### config.mk
export PLATFORM = sky130hd
export DESIGN_NAME = t01_tick_gen
export DESIGN_NICKNAME = d
export VERILOG_FILES = /design/src/rtl/team_01_pkg.sv /design/src/rtl/t01_tick_chan.sv /design/src/rtl/t01_tick_gen.sv
export SDC_FILE = /design/constraint.sdc
export NUM_CORES = 1
export LEC_CHECK = 0
export BUFFER_PORTS_ARGS = -buffer_cell sky130_fd_sc_hd__buf_2
export CORE_MARGIN = 4
export CORE_UTILIZATION = 28
export DETAILED_ROUTE_END_ITERATION = 10
export SYNTH_ARGS = -nofsm -noshare
export SYNTH_HDL_FRONTEND = slang
export SYNTH_SLANG_ARGS = --single-unit
### constraint.sdc
create_clock -name clk -period 23.9 [get_ports clk]
set_clock_uncertainty 0.2 [all_clocks]
set_input_delay 4.78 -clock clk [delete_from_list [all_inputs] [get_ports clk]]
set_output_delay 4.78 -clock clk [all_outputs]
set_load 0.005 [all_outputs]
### src/rtl/team_01_pkg.sv
// ---------------------------------------------------------------------------
// team_01_pkg -- shared types and default constants for the team_01 blocks.
//
// Contents:
//   chan_state_t    : per-channel tick FSM state (IDLE / RUN / DONE)
//   T01_*           : default parameter values used by t01_tick_gen and
//                     t01_tick_chan
// ---------------------------------------------------------------------------
package team_01_pkg;

    typedef enum logic [1:0] {
        ST_IDLE = 2'd0,
        ST_RUN  = 2'd1,
        ST_DONE = 2'd2
    } chan_state_t;

    localparam int T01_NCH        = 4;
    localparam int T01_CNT_W      = 26;
    localparam int T01_DEF_PERIOD = 12500000;
    localparam int T01_MIN_PERIOD = 100;
    localparam int T01_FAST_SHIFT = 4;

endpackage

### src/rtl/t01_tick_chan.sv
// ---------------------------------------------------------------------------
// t01_tick_chan -- one independent tick channel: effective-period clamp,
// wrap counter and IDLE/RUN/DONE control FSM.
//
// Ports:
//   clk      in   system clock, rising edge
//   rst      in   asynchronous active-high reset
//   period   in   programmed period for this channel (CNT_W)
//   en       in   channel enable (level); low forces IDLE
//   fast     in   fast mode: period is right-shifted by FAST_SHIFT
//   oneshot  in   stop in DONE after the next tick
//   restart  in   pulse: clear count (RUN) or re-arm (DONE)
//   pause    in   global freeze of count and state
//   tick     out  registered one-cycle tick
//   active   out  registered "channel is in RUN"
// ---------------------------------------------------------------------------
module t01_tick_chan
    import team_01_pkg::*;
#(
    parameter int CNT_W      = T01_CNT_W,
    parameter int MIN_PERIOD = T01_MIN_PERIOD,
    parameter int FAST_SHIFT = T01_FAST_SHIFT
) (
    input  logic             clk,
    input  logic             rst,
    input  logic [CNT_W-1:0] period,
    input  logic             en,
    input  logic             fast,
    input  logic             oneshot,
    input  logic             restart,
    input  logic             pause,
    output logic             tick,
    output logic             active
);

    chan_state_t      state_reg, state_next;
    logic [CNT_W-1:0] count_reg, count_next;
    logic             tick_reg, tick_next;
    logic             active_reg;

    logic [CNT_W-1:0] shifted;
    logic [CNT_W-1:0] peff;
    logic [CNT_W-1:0] wrap_at;
    logic             at_wrap;

    // Peff is never below MIN_PERIOD (>= 2), so Peff-1 cannot underflow and
    // count+1 cannot overflow because count only increments below Peff-1.
    always_comb begin
        shifted = fast ? (period >> FAST_SHIFT) : period;
        peff    = (shifted < CNT_W'(MIN_PERIOD)) ? CNT_W'(MIN_PERIOD) : shifted;
        wrap_at = peff - CNT_W'(1);
        // ">=" rather than "==" so that a shrinking period wraps on the next
        // compare instead of counting all the way around.
        at_wrap = (count_reg >= wrap_at);
    end

    always_comb begin
        state_next = state_reg;
        count_next = count_reg;
        tick_next  = 1'b0;
        if (!en) begin
            state_next = ST_IDLE;
            count_next = '0;
        end else if (!pause) begin
            case (state_reg)
                ST_IDLE: begin
                    state_next = ST_RUN;
                    count_next = '0;
                end
                ST_RUN: begin
                    // restart wins over a coincident wrap and eats its tick
                    if (restart) begin
                        count_next = '0;
                    end else if (at_wrap) begin
                        tick_next  = 1'b1;
                        count_next = '0;
                        if (oneshot) begin
                            state_next = ST_DONE;
                        end
                    end else begin
                        count_next = count_reg + CNT_W'(1);
                    end
                end
                ST_DONE: begin
                    count_next = '0;
                    if (restart) begin
                        state_next = ST_RUN;
                    end
                end
                default: begin
                    state_next = ST_IDLE;
                    count_next = '0;
                end
            endcase
        end
    end

    always_ff @(posedge clk or posedge rst) begin
        if (rst) begin
            state_reg  <= ST_IDLE;
            count_reg  <= '0;
            tick_reg   <= 1'b0;
            active_reg <= 1'b0;
        end else begin
            state_reg  <= state_next;
            count_reg  <= count_next;
            tick_reg   <= tick_next;
            active_reg <= (state_next == ST_RUN);
        end
    end

    assign tick   = tick_reg;
    assign active = active_reg;

endmodule

### src/rtl/t01_tick_gen.sv
// ---------------------------------------------------------------------------
// t01_tick_gen -- NCH independent programmable tick generators.
//
// Holds one period register per channel (written through cfg_we/cfg_ch/
// cfg_period) and instantiates one t01_tick_chan per channel.
//
// Ports:
//   clk         in   system clock, rising edge
//   rst         in   asynchronous active-high reset
//   cfg_we      in   period-register write strobe
//   cfg_ch      in   channel index for the write (out-of-range ignored)
//   cfg_period  in   period value to write (stored unclamped)
//   ch_en       in   per-channel enable, level
//   ch_fast     in   per-channel fast mode, level
//   ch_oneshot  in   per-channel one-shot mode, level
//   ch_restart  in   per-channel restart pulse
//   pause       in   global freeze of all counters
//   tick        out  per-channel registered one-cycle tick
//   ch_active   out  per-channel registered RUN indicator
// ---------------------------------------------------------------------------
module t01_tick_gen
    import team_01_pkg::*;
#(
    parameter int NCH        = T01_NCH,
    parameter int CNT_W      = T01_CNT_W,
    parameter int DEF_PERIOD = T01_DEF_PERIOD,
    parameter int MIN_PERIOD = T01_MIN_PERIOD,
    parameter int FAST_SHIFT = T01_FAST_SHIFT,
    localparam int CH_W      = (NCH > 1) ? $clog2(NCH) : 1
) (
    input  logic             clk,
    input  logic             rst,
    input  logic             cfg_we,
    input  logic [CH_W-1:0]  cfg_ch,
    input  logic [CNT_W-1:0] cfg_period,
    input  logic [NCH-1:0]   ch_en,
    input  logic [NCH-1:0]   ch_fast,
    input  logic [NCH-1:0]   ch_oneshot,
    input  logic [NCH-1:0]   ch_restart,
    input  logic             pause,
    output logic [NCH-1:0]   tick,
    output logic [NCH-1:0]   ch_active
);

    genvar gi;
    generate
        for (gi = 0; gi < NCH; gi++) begin : g_ch
            logic [CNT_W-1:0] period_reg;
            logic             wr_hit;

            // An index >= NCH matches no channel, so such writes fall away.
            assign wr_hit = cfg_we && (int'(cfg_ch) == gi);

            // The new period is visible from the cycle after the write; the
            // write cycle's tick decision still sees the old value.
            always_ff @(posedge clk or posedge rst) begin
                if (rst) begin
                    period_reg <= CNT_W'(DEF_PERIOD);
                end else if (wr_hit) begin
                    period_reg <= cfg_period;
                end
            end

            t01_tick_chan #(
                .CNT_W      (CNT_W),
                .MIN_PERIOD (MIN_PERIOD),
                .FAST_SHIFT (FAST_SHIFT)
            ) u_chan (
                .clk     (clk),
                .rst     (rst),
                .period  (period_reg),
                .en      (ch_en[gi]),
                .fast    (ch_fast[gi]),
                .oneshot (ch_oneshot[gi]),
                .restart (ch_restart[gi]),
                .pause   (pause),
                .tick    (tick[gi]),
                .active  (ch_active[gi])
            );
        end
    endgenerate

endmodule

==> reports/metrics.cfg, run 1 <==
[clocking]
cts_hold_buf=0
clk_path_buf_depth=3
cts_tree=yes
cts_buffers=27
path_clk_slew_ns=0.06
insertion_delay_ns=0.56
cts_setup_buffers=0
clkSinkCount=224
cts_resized=0
root_buffer=clkbuf_16
h-tree-depth=1

[critical_path]
cpMostUsedCell=nand2_1
ff2ff_path_depth=17
cp_max_fo=51
arrival_ns=11.13
critical_path_required_ns=24.17
r2r_setup_slack_ns=17.33
crit_chain=buf_2, mux2i_1, nand2b_1, nor4_1, nand2_1, nand2_1, ha_1, nand2b_1, a211oi_1, nand3b_1, xor2_1, ha_1, a21o_1, a211o_1, a41o_1, o21ai_2, nand2_1, o21ai_0
crit_buf_inv=1
critical-path-max-stage-delay_ns=0.91
slowest_stage=o21ai_2
reg2reg_to=g_ch[3].u_chan.count_reg[3]
path_depth=18
endpoint_kind=flop
reg2reg_from=g_ch[3].period_reg[4]
crit_family=compound AO/OA/AOI/OAI gates
critical_path_class=input pin to flop
start_kind=input pin

[logic_synthesis]
synth-edff-count=0
ys_warn_count=0
synth_xor_area_share_pct=6.35
yosysSeqAreaShare_pct=33.1
syn_avg_cell_area_um2=8.98
synth_top_family_by_area=simple AND/OR/NAND/NOR gates
synth-async-reset-ratio_pct=100
syn_inst=1905
synth_flop_cell=dfrtp_1
yosys.area_share.adder_pct=8.19
synth-simple-area-share_pct=22.8
synth.area.mux_share_pct=12.1
synth_compound_area_share_pct=14.0
synth_nets=2065
synth_area_um2=17100
ys_seq_elements=224
synthDistinctLibCells=86

[worst_hold_path]
whs_path_depth=1
worstHoldEndpoint=g_ch[1].period_reg[0]
hold_class=flop to flop
worstHoldStart=g_ch[1].period_reg[0]

[routing]
final_antenna_net_count=0
finalWirelength_um=46000
dr_total_vias=14400
drtIter0Drc=948
drt_pass1_iterations=5
drc=0
vias_per_cell=5.33
wl_per_cell_um=17.0

[finish]
final_cell_mix=nand2_1 (198), dfrtp_1 (176), nor2_1 (115), mux2_2 (113), ha_1 (112)
layout-drive-gt1-share_pct=15.9
layout_commonest_cell=nand2_1
num-fill-cells=6205
final_cell_count_no_fill=2709
nets=2065
area_growth_pct=11.0

[placement]
gp_congestion=0.867
placedCellCount=2658
dp_hpwl_um=33300
io_buffer_count=55

[pwr]
p_per_area_nw_per_um2=63.3
fin_total_pwr_mw=1.20
peakVddDrop_v=0.0000544
leakagePower_nw=7.83

[floorplanning]
die_y_um=255
die_w_um=255
io_pins=56
row_count=90
dieArea_um2=65100
initial_core_util_pct=28.3
core_um2=60400

[grt]
overflow=0
grt_util_met3_pct=2.27
grt_use_total_pct=13.8
antenna_found_initial=3
gr-max-usage-layer=met2
grt_max_degree=110
gr-usage-met2_pct=22.5
grt_pass1_wl_um=74200
use_met1_pct=19.3
grt_pass1_vias=13900

[timing]
rsz0062_at_grt=false
fin_crit_ns=10.86
hold_viol_final=0
setup_violations=0
slew-limit-headroom_pct=15.6
tns_ns=0
hold_ws_ns=0.337
finalCritPeriodShare_pct=45.5
clock.fmax_mhz=92.0
slew_viol_final=0
tightestPinTransition_ns=1.26

[flow_run]
maxCapViolCount=0

[outcome]
outcome=complete, no violations

layout make-up:
class / instances / area, µm² / share of cell area (%)
multi-input combinational: 1548 / 10900 / 57.3
sequential: 224 / 5670 / 29.8
tap: 782 / 978 / 5.15
clock buffer: 38 / 727 / 3.83
timing repair buffer: 68 / 373 / 1.96
clock inverter: 12 / 224 / 1.18
inverter: 36 / 143 / 0.751
antenna: 1 / 2.50 / 0.0132
metrics by stage:
stage | utilization (%) | setup slack, ns | instance area (µm²)
after floorplan | - | 12.87 | 17100
after global placement | 29.9 | 12.72 | 18000
after detailed placement | 29.9 | 12.60 | 18000
after CTS | 31.5 | 13.13 | 19000
after global routing | 31.5 | 12.44 | 19000
final | 31.5 | 13.04 | 19000
worst max-delay path by stage:
stage | from | endpoint
after floorplan | rst | g_ch[0].period_reg[0]
after global placement | ch_fast[3] | g_ch[3].u_chan.count_reg[8]
after detailed placement | ch_fast[3] | g_ch[3].u_chan.count_reg[19]
after CTS | ch_fast[3] | g_ch[3].u_chan.count_reg[3]
after global routing | ch_fast[3] | g_ch[3].u_chan.count_reg[3]
final | ch_fast[3] | g_ch[3].u_chan.count_reg[3]
per-layer routing:
layer,wire length [µm],part of all wire [%]
met5,13,0.028
met4,779,1.7
met3,1910,4.1
met2,21200,46
met1,22100,48
Yosys cell counts (all sizes together) (4+ instances only):
| cell type | count | area (µm²) |
|---|---|---|
| a2111oi | 6 | 77.6 |
| a211oi | 17 | 138 |
| a21o | 27 | 203 |
| a21oi | 71 | 355 |
| a31oi | 21 | 131 |
| and2 | 10 | 62.6 |
| and3 | 29 | 181 |
| and4 | 8 | 70.1 |
| buf | 31 | 201 |
| clkbuf | 66 | 248 |
| dfrtp | 176 | 4400 |
| dfstp | 48 | 1260 |
| ha | 112 | 1400 |
| inv | 36 | 135 |
| mux2 | 115 | 1290 |
| mux2i | 77 | 778 |
| nand2 | 198 | 743 |
| nand2b | 22 | 138 |
| nand3 | 96 | 480 |
| nand3b | 12 | 90.1 |
| nand4 | 31 | 194 |
| nor2 | 116 | 438 |
| nor2b | 13 | 81.3 |
| nor3 | 93 | 480 |
| nor3b | 36 | 270 |
| nor4 | 30 | 200 |
| nor4b | 8 | 100 |
| o2111ai | 5 | 43.8 |
| o211a | 7 | 70.1 |
| o211ai | 13 | 97.6 |
| o21a | 11 | 82.6 |
| o21ai | 120 | 601 |
| o22ai | 9 | 56.3 |
| o311ai | 20 | 175 |
| or2 | 14 | 87.6 |
| or3 | 18 | 113 |
| or4 | 5 | 41.3 |
| or4b | 4 | 40.0 |
| xnor2 | 60 | 526 |
| xor2 | 64 | 561 |
worst reg2reg max path: cells and delay by family (launching register included):
kind | cells | cell delay (ns)
flip-flops | 1 | 0.43
adder cells (fa/ha/maj) | 2 | 0.51
XOR/XNOR | 1 | 0.19
AO/OA/AOI/OAI | 8 | 3.28
AND/OR/NAND/NOR | 6 | 1.88
power breakdown:
group / total [mW] / internal, mW / switching (mW) / leakage (nW)
combinational: 0.260 / 0.119 / 0.141 / 4.54
sequential: 0.492 / 0.427 / 0.0653 / 2.83
clock: 0.449 / 0.277 / 0.172 / 0.457
cells by family (layout without fill, tap and decap cells):
logic type,Yosys count,after routing
AOI/OAI and AO/OA,368,368
xor gates and xnor gates,124,124
adders and majority gates,112,112
buffers and inverters,133,154
DFF,224,224
muxes,192,192
other,0,1
and+or+nand+nor,752,752
Note: power is estimated with default switching activity, not from simulation.
==> run 2: changes to the inputs <==
clock period = 10.05 ns   (was 23.9 ns; I/O delays follow)
==> run 2 against run 1 <==
  * Combinational power increased by 140%
  * Sequential share of layout area hardly changed
  * Design area hardly changed
  * Global-route usage about the same
  * Utilization about the same
  * Non-clock buffer count grew 1
  * Clock power is 130% higher
  * Cell count unchanged
  * Worst hold slack worse by 0.0044 ns
  * Critical path depth did not move
  * Largest power group unchanged
  * Highest routed layer is now met4
==> reports/metrics.cfg, run 2 (synthesis gave the netlist of run 1 again) <==
[grt]
overflow=0  ; unchanged
antenna_found_initial=1  ; -2
grt_pass1_wl_um=74200  ; about the same
grt_use_total_pct=13.8  ; +0.026 points
grt_pass1_vias=13900  ; +0.20%
grt_max_degree=96  ; -13%

[pwr]
p_per_area_nw_per_um2=149  ; +130%
leakagePower_nw=7.84  ; +0.18%
fin_total_pwr_mw=2.82  ; +130%
peakVddDrop_v=0.000149  ; +170%

[routing]
drc=0  ; unchanged
wl_per_cell_um=16.9  ; -0.56%
drt_pass1_iterations=5  ; unchanged
final_antenna_net_count=0  ; unchanged
dr_total_vias=14500  ; +0.59%
finalWirelength_um=45700  ; -0.56%
vias_per_cell=5.37  ; +0.59%
drtIter0Drc=1007  ; +6.2%

[floorplanning]
core_um2=60400  ; unchanged
die_w_um=255  ; unchanged
dieArea_um2=65100  ; unchanged
die_y_um=255  ; unchanged
io_pins=56  ; unchanged
row_count=90  ; unchanged
initial_core_util_pct=28.3  ; unchanged

[finish]
num-fill-cells=6240  ; +0.56%
final_cell_count_no_fill=2709  ; unchanged
fin_util_pct=31.4  ; about the same
nets=2066  ; +0.048%
final_cell_mix=nand2_1 (198), dfrtp_1 (176), nor2_1 (115), mux2_2 (113), ha_1 (112)
layout_commonest_cell=nand2_1
seq_area_um2=5670  ; unchanged
area_growth_pct=11.0  ; about the same
multiInputGateArea_um2=10900  ; unchanged
diodes=0  ; -1
layout-drive-gt1-share_pct=16.2  ; +0.30 points

[clocking]
cts_tree=yes
cts_resized=0  ; unchanged
cts_setup_buffers=0  ; unchanged
cts_hold_buf=0  ; unchanged
cts_buffers=27  ; unchanged
root_buffer=clkbuf_16
insertion_delay_ns=0.56  ; about the same
h-tree-depth=1  ; unchanged
path_clk_slew_ns=0.06  ; about the same
clk_path_buf_depth=3  ; unchanged
clkSinkCount=224  ; unchanged

[worst_hold_path]
worstHoldStart=g_ch[3].period_reg[0]
worstHoldEndpoint=g_ch[3].period_reg[0]
whs_path_depth=1  ; unchanged
hold_class=flop to flop

[timing]
hold_viol_final=0  ; unchanged
finalCritPeriodShare_pct=79.8
slew-limit-headroom_pct=15.2  ; -0.43 points
rsz0062_at_grt=false
tns_ns=0  ; unchanged
clock.fmax_mhz=125
fin_crit_ns=8.02
tightestPinTransition_ns=1.27  ; +0.00650 ns
slew_viol_final=0  ; unchanged
setup_violations=0  ; unchanged

[critical_path]
endpoint_kind=flop
arrival_ns=8.30  ; -2.83 ns
ff2ff_path_depth=17  ; unchanged
reg2reg_to=g_ch[3].u_chan.count_reg[20]
critical_path_required_ns=10.33  ; -13.84 ns
start_kind=input pin
reg2reg_from=g_ch[3].period_reg[4]
critical_path_class=input pin to flop
r2r_setup_slack_ns=3.49  ; -13.84 ns
cp_max_fo=51  ; unchanged

[placement]
placedCellCount=2659  ; +0.038%
dp_hpwl_um=33600  ; +0.78%
io_buffer_count=55  ; unchanged
gp_congestion=0.870  ; +0.36%

[flow_run]
maxCapViolCount=0  ; unchanged

[outcome]
outcome=complete, no violations

[run 2: changes by cell type in the layout (fill, tap and decap cells not counted), sizes merged]
cell,before,now
buf,68,69
bufinv,6,3
clkbuf,38,40
clkinv,4,6
clkinvlp,1,0
diode,1,0
[run 2: metal layers]
metal	wire length [µm]	global-route usage, %	vias up
met5	0	0	-
met2	20600	21.8	307
met4	979	3.21	0
li1	-	-	7016
met3	1800	2.01	56
met1	22400	20.0	7155
[run 2: report_power, final]
group	switching [mW]	internal (mW)
Combinational	0.336	0.284
Clock	0.403	0.629
Sequential	0.154	1.01
[run 2: critical path: stages]
cell and delay (ns):
buf_2 0.75, mux2i_1 0.46, nand2b_1 0.09, nor4_1 0.81, nand2_1 0.29, nand2_1 0.15, ha_1 0.22, nand2b_1 0.12
a211oi_1 0.64, nand3b_1 0.19, xor2_1 0.25, ha_1 0.28, a21o_1 0.16, a211o_1 0.31, a41o_1 0.23, o21ai_2 0.51
or4b_2 0.64, mux2i_1 0.15
[run 2: through the flow]
step	hold slack [ns]	cell area (µm²)	setup slack (ns)
global route	0.367	19000	1.48
detailed placement	0.324	18000	1.58
CTS	0.339	19000	2.14
floorplan	0.290	17100	1.78
finish	0.333	19000	2.03
global placement	0.319	18000	1.85
[run 2: final cells by class]
| class | count | area share [%] |
|---|---|---|
| Timing Repair Buffer | 69 | 2.00 |
| Inverter | 36 | 0.752 |
| Sequential cell | 224 | 29.9 |
| Clock inverter | 10 | 0.699 |
| Clock buffer | 40 | 4.24 |
| Tap cell | 782 | 5.16 |
| Multi-Input combinational cell | 1548 | 57.3 |
[run 2: worst max-delay path by stage]
stage                          start                            to  slack (ns)  cells after the start
final                     ch_fast[3]  g_ch[3].u_chan.count_reg[20]        2.03                     18
after global routing      ch_fast[3]  g_ch[3].u_chan.count_reg[24]        1.48                     19
after CTS                 ch_fast[3]  g_ch[3].u_chan.count_reg[20]        2.14                     18
after detailed placement  ch_fast[3]  g_ch[3].u_chan.count_reg[20]        1.58                     18
after global placement    ch_fast[3]  g_ch[3].u_chan.count_reg[20]        1.85                     18
after floorplan                  rst         g_ch[0].period_reg[0]        1.78                      1
==> run 3: changes to the inputs <==
clock period = 7.7 ns   (was 10.05 ns; I/O delays follow)
==> run 3 against run 2 <==
  * Cell count is 0.22% higher
  * Register-to-register slack worse by 1.9 ns
  * Critical path depth is 2 higher
  * Sequential share of layout area hardly changed
  * Largest power group unchanged
  * Die area stayed put
==> reports/metrics.cfg, run 3 (synthesis gave the netlist of run 1 again) <==
[critical_path]
start_kind=input pin
critical_path_class=input pin to flop
arrival_ns=7.13  ; -1.17 ns
endpoint_kind=flop
cp_max_fo=29  ; -43%
critical-path-max-stage-delay_ns=0.55  ; -0.26 ns
cpMostUsedCell=nand2_1
crit_chain=buf_2, nor4b_1, o22ai_1, nor4b_4, nand2_1, nand2_1, ha_1, o211ai_1, a21o_1, nor2_2, nand2_1, nor4b_1, mux2_2, ha_1, nand2_1, o21ai_0, a2111oi_0, o2bb2ai_2, nand2_1, o21ai_0
critical_path_required_ns=7.96  ; -2.37 ns
crit_family=simple AND/OR/NAND/NOR gates
crit_buf_inv=1  ; unchanged
slowest_stage=nor4b_4

[clocking]
clkSinkCount=224  ; unchanged
cts_buffers=26  ; -3.7%
root_buffer=clkbuf_16
insertion_delay_ns=0.56  ; about the same
cts_tree=yes
cts_resized=0  ; unchanged
h-tree-depth=1  ; unchanged
cts_setup_buffers=0  ; unchanged
cts_hold_buf=0  ; unchanged
clk_path_buf_depth=3  ; unchanged
path_clk_slew_ns=0.06  ; about the same

[finish]
final_cell_mix=nand2_1 (198), dfrtp_1 (176), nor2_1 (115), mux2_2 (113), ha_1 (112)
fin_util_pct=31.4  ; about the same
diodes=0  ; unchanged
fin_area_um2=19000  ; about the same
area_growth_pct=11.0  ; about the same
nets=2073  ; +0.34%
layout-drive-gt1-share_pct=16.5  ; +0.26 points
num-fill-cells=6263  ; +0.37%
layout_commonest_cell=nand2_1

[flow_run]
maxCapViolCount=0  ; unchanged

[timing]
tightestPinTransition_ns=1.25  ; -0.0155 ns
hold_ws_ns=0.337  ; +0.00398 ns
tns_ns=0  ; unchanged
hold_viol_final=0  ; unchanged
finalCritPeriodShare_pct=89.1
setup_violations=0  ; unchanged
rsz0062_at_grt=false
fin_crit_ns=6.86
slew_viol_final=0  ; unchanged
clock.fmax_mhz=146
slew-limit-headroom_pct=16.2  ; +1.0 points

[pwr]
peakVddDrop_v=0.000159  ; +6.8%
p_per_area_nw_per_um2=189  ; +27%
leakagePower_nw=7.83  ; -0.23%

[routing]
dr_total_vias=14600  ; +0.17%
wl_per_cell_um=16.7  ; -0.72%
drtIter0Drc=944  ; -6.3%
finalWirelength_um=45500  ; -0.50%
final_antenna_net_count=0  ; unchanged
drt_pass1_iterations=5  ; unchanged
drc=0  ; unchanged
vias_per_cell=5.36  ; about the same

[outcome]
outcome=complete, no violations

[worst_hold_path]
hold_class=flop to flop

[placement]
placed_cell_area_um2=18100  ; +0.38%
gp_congestion=0.901  ; +3.5%
io_buffer_count=55  ; unchanged
dp_hpwl_um=33700  ; +0.47%

[floorplanning]
die_y_um=255  ; unchanged
dieArea_um2=65100  ; unchanged
row_count=90  ; unchanged
initial_core_util_pct=28.3  ; unchanged
die_w_um=255  ; unchanged
io_pins=56  ; unchanged
core_um2=60400  ; unchanged

[grt]
grt_use_total_pct=13.7  ; -0.084 points
grt_pass1_vias=13900  ; -0.19%
grt_max_degree=155  ; +61%
grt_pass1_wl_um=73700  ; -0.64%
overflow=0  ; unchanged
antenna_found_initial=2  ; +1

[run 3: changes by cell type in the layout (fill, tap and decap cells not counted), moves of 2 or more]
cell,before,now
buf_4,14,21
clkinvlp_4,0,6
clkbuf_8,8,4
clkinv_2,5,3
[run 3: power by group]
part,internal (mW),leakage (nW),switching (mW)
Sequential,1.32,2.83,0.201
Clock,0.732,0.411,0.528
Combinational,0.373,4.58,0.439
[run 3: tightest hold or removal path: stages, from the launching register on]
cell and delay, ns:
dfrtp_1 0.38, nand2_1 0.05, o21ai_0 0.06
[run 3: final timing paths]
path / startpoint / end / slack (ns) / depth (start not counted)
setup reg to reg: g_ch[2].period_reg[20] / g_ch[2].u_chan.count_reg[15] / 1.64 / 19
hold reg to reg: g_ch[3].u_chan.count_reg[25] / g_ch[3].u_chan.count_reg[25] / 0.34 / 2
hold / removal: g_ch[3].u_chan.count_reg[25] / g_ch[3].u_chan.count_reg[25] / 0.34 / 2
setup / recovery: ch_fast[2] / g_ch[2].u_chan.count_reg[15] / 0.84 / 20
min in group asynchronous: rst / g_ch[2].u_chan.count_reg[2] / 0.88 / 2
max in group asynchronous: rst / g_ch[3].period_reg[2] / 5.22 / 3
[run 3: area by class of cell]
| cell class | instances | area (µm²) | share of cell area, % |
|---|---|---|---|
| clock buffers | 35 | 724 | 3.82 |
| clock inverters | 13 | 146 | 0.771 |
| inverters | 36 | 139 | 0.732 |
| multi-input cells | 1548 | 10900 | 57.3 |
| flip-flops and latches | 224 | 5670 | 29.8 |
| well taps | 782 | 978 | 5.15 |
| repair buffers | 77 | 453 | 2.39 |
[run 3: stage by stage]
| stage | worst slack (ns) | instances | power [mW] |
|---|---|---|---|
| 5_1_grt | 0.405 | 2715 | 3.80 |
| 4_1_cts | 0.922 | 2715 | 3.63 |
| 6_report | 0.836 | 2715 | 3.60 |
| 3_3_place_gp | 0.620 | 2667 | 2.32 |
| 2_1_floorplan | 1.12 | 1905 | 2.12 |
| 3_5_place_dp | 0.361 | 2667 | 2.36 |
[run 3: layer usage]
layer	vias to the layer above	wire length, µm	track usage [%]
met3	34	1780	1.88
met4	0	643	2.56
li1	7025	-	-
met1	7186	22000	19.7
met2	314	21000	22.3
met5	-	0	0
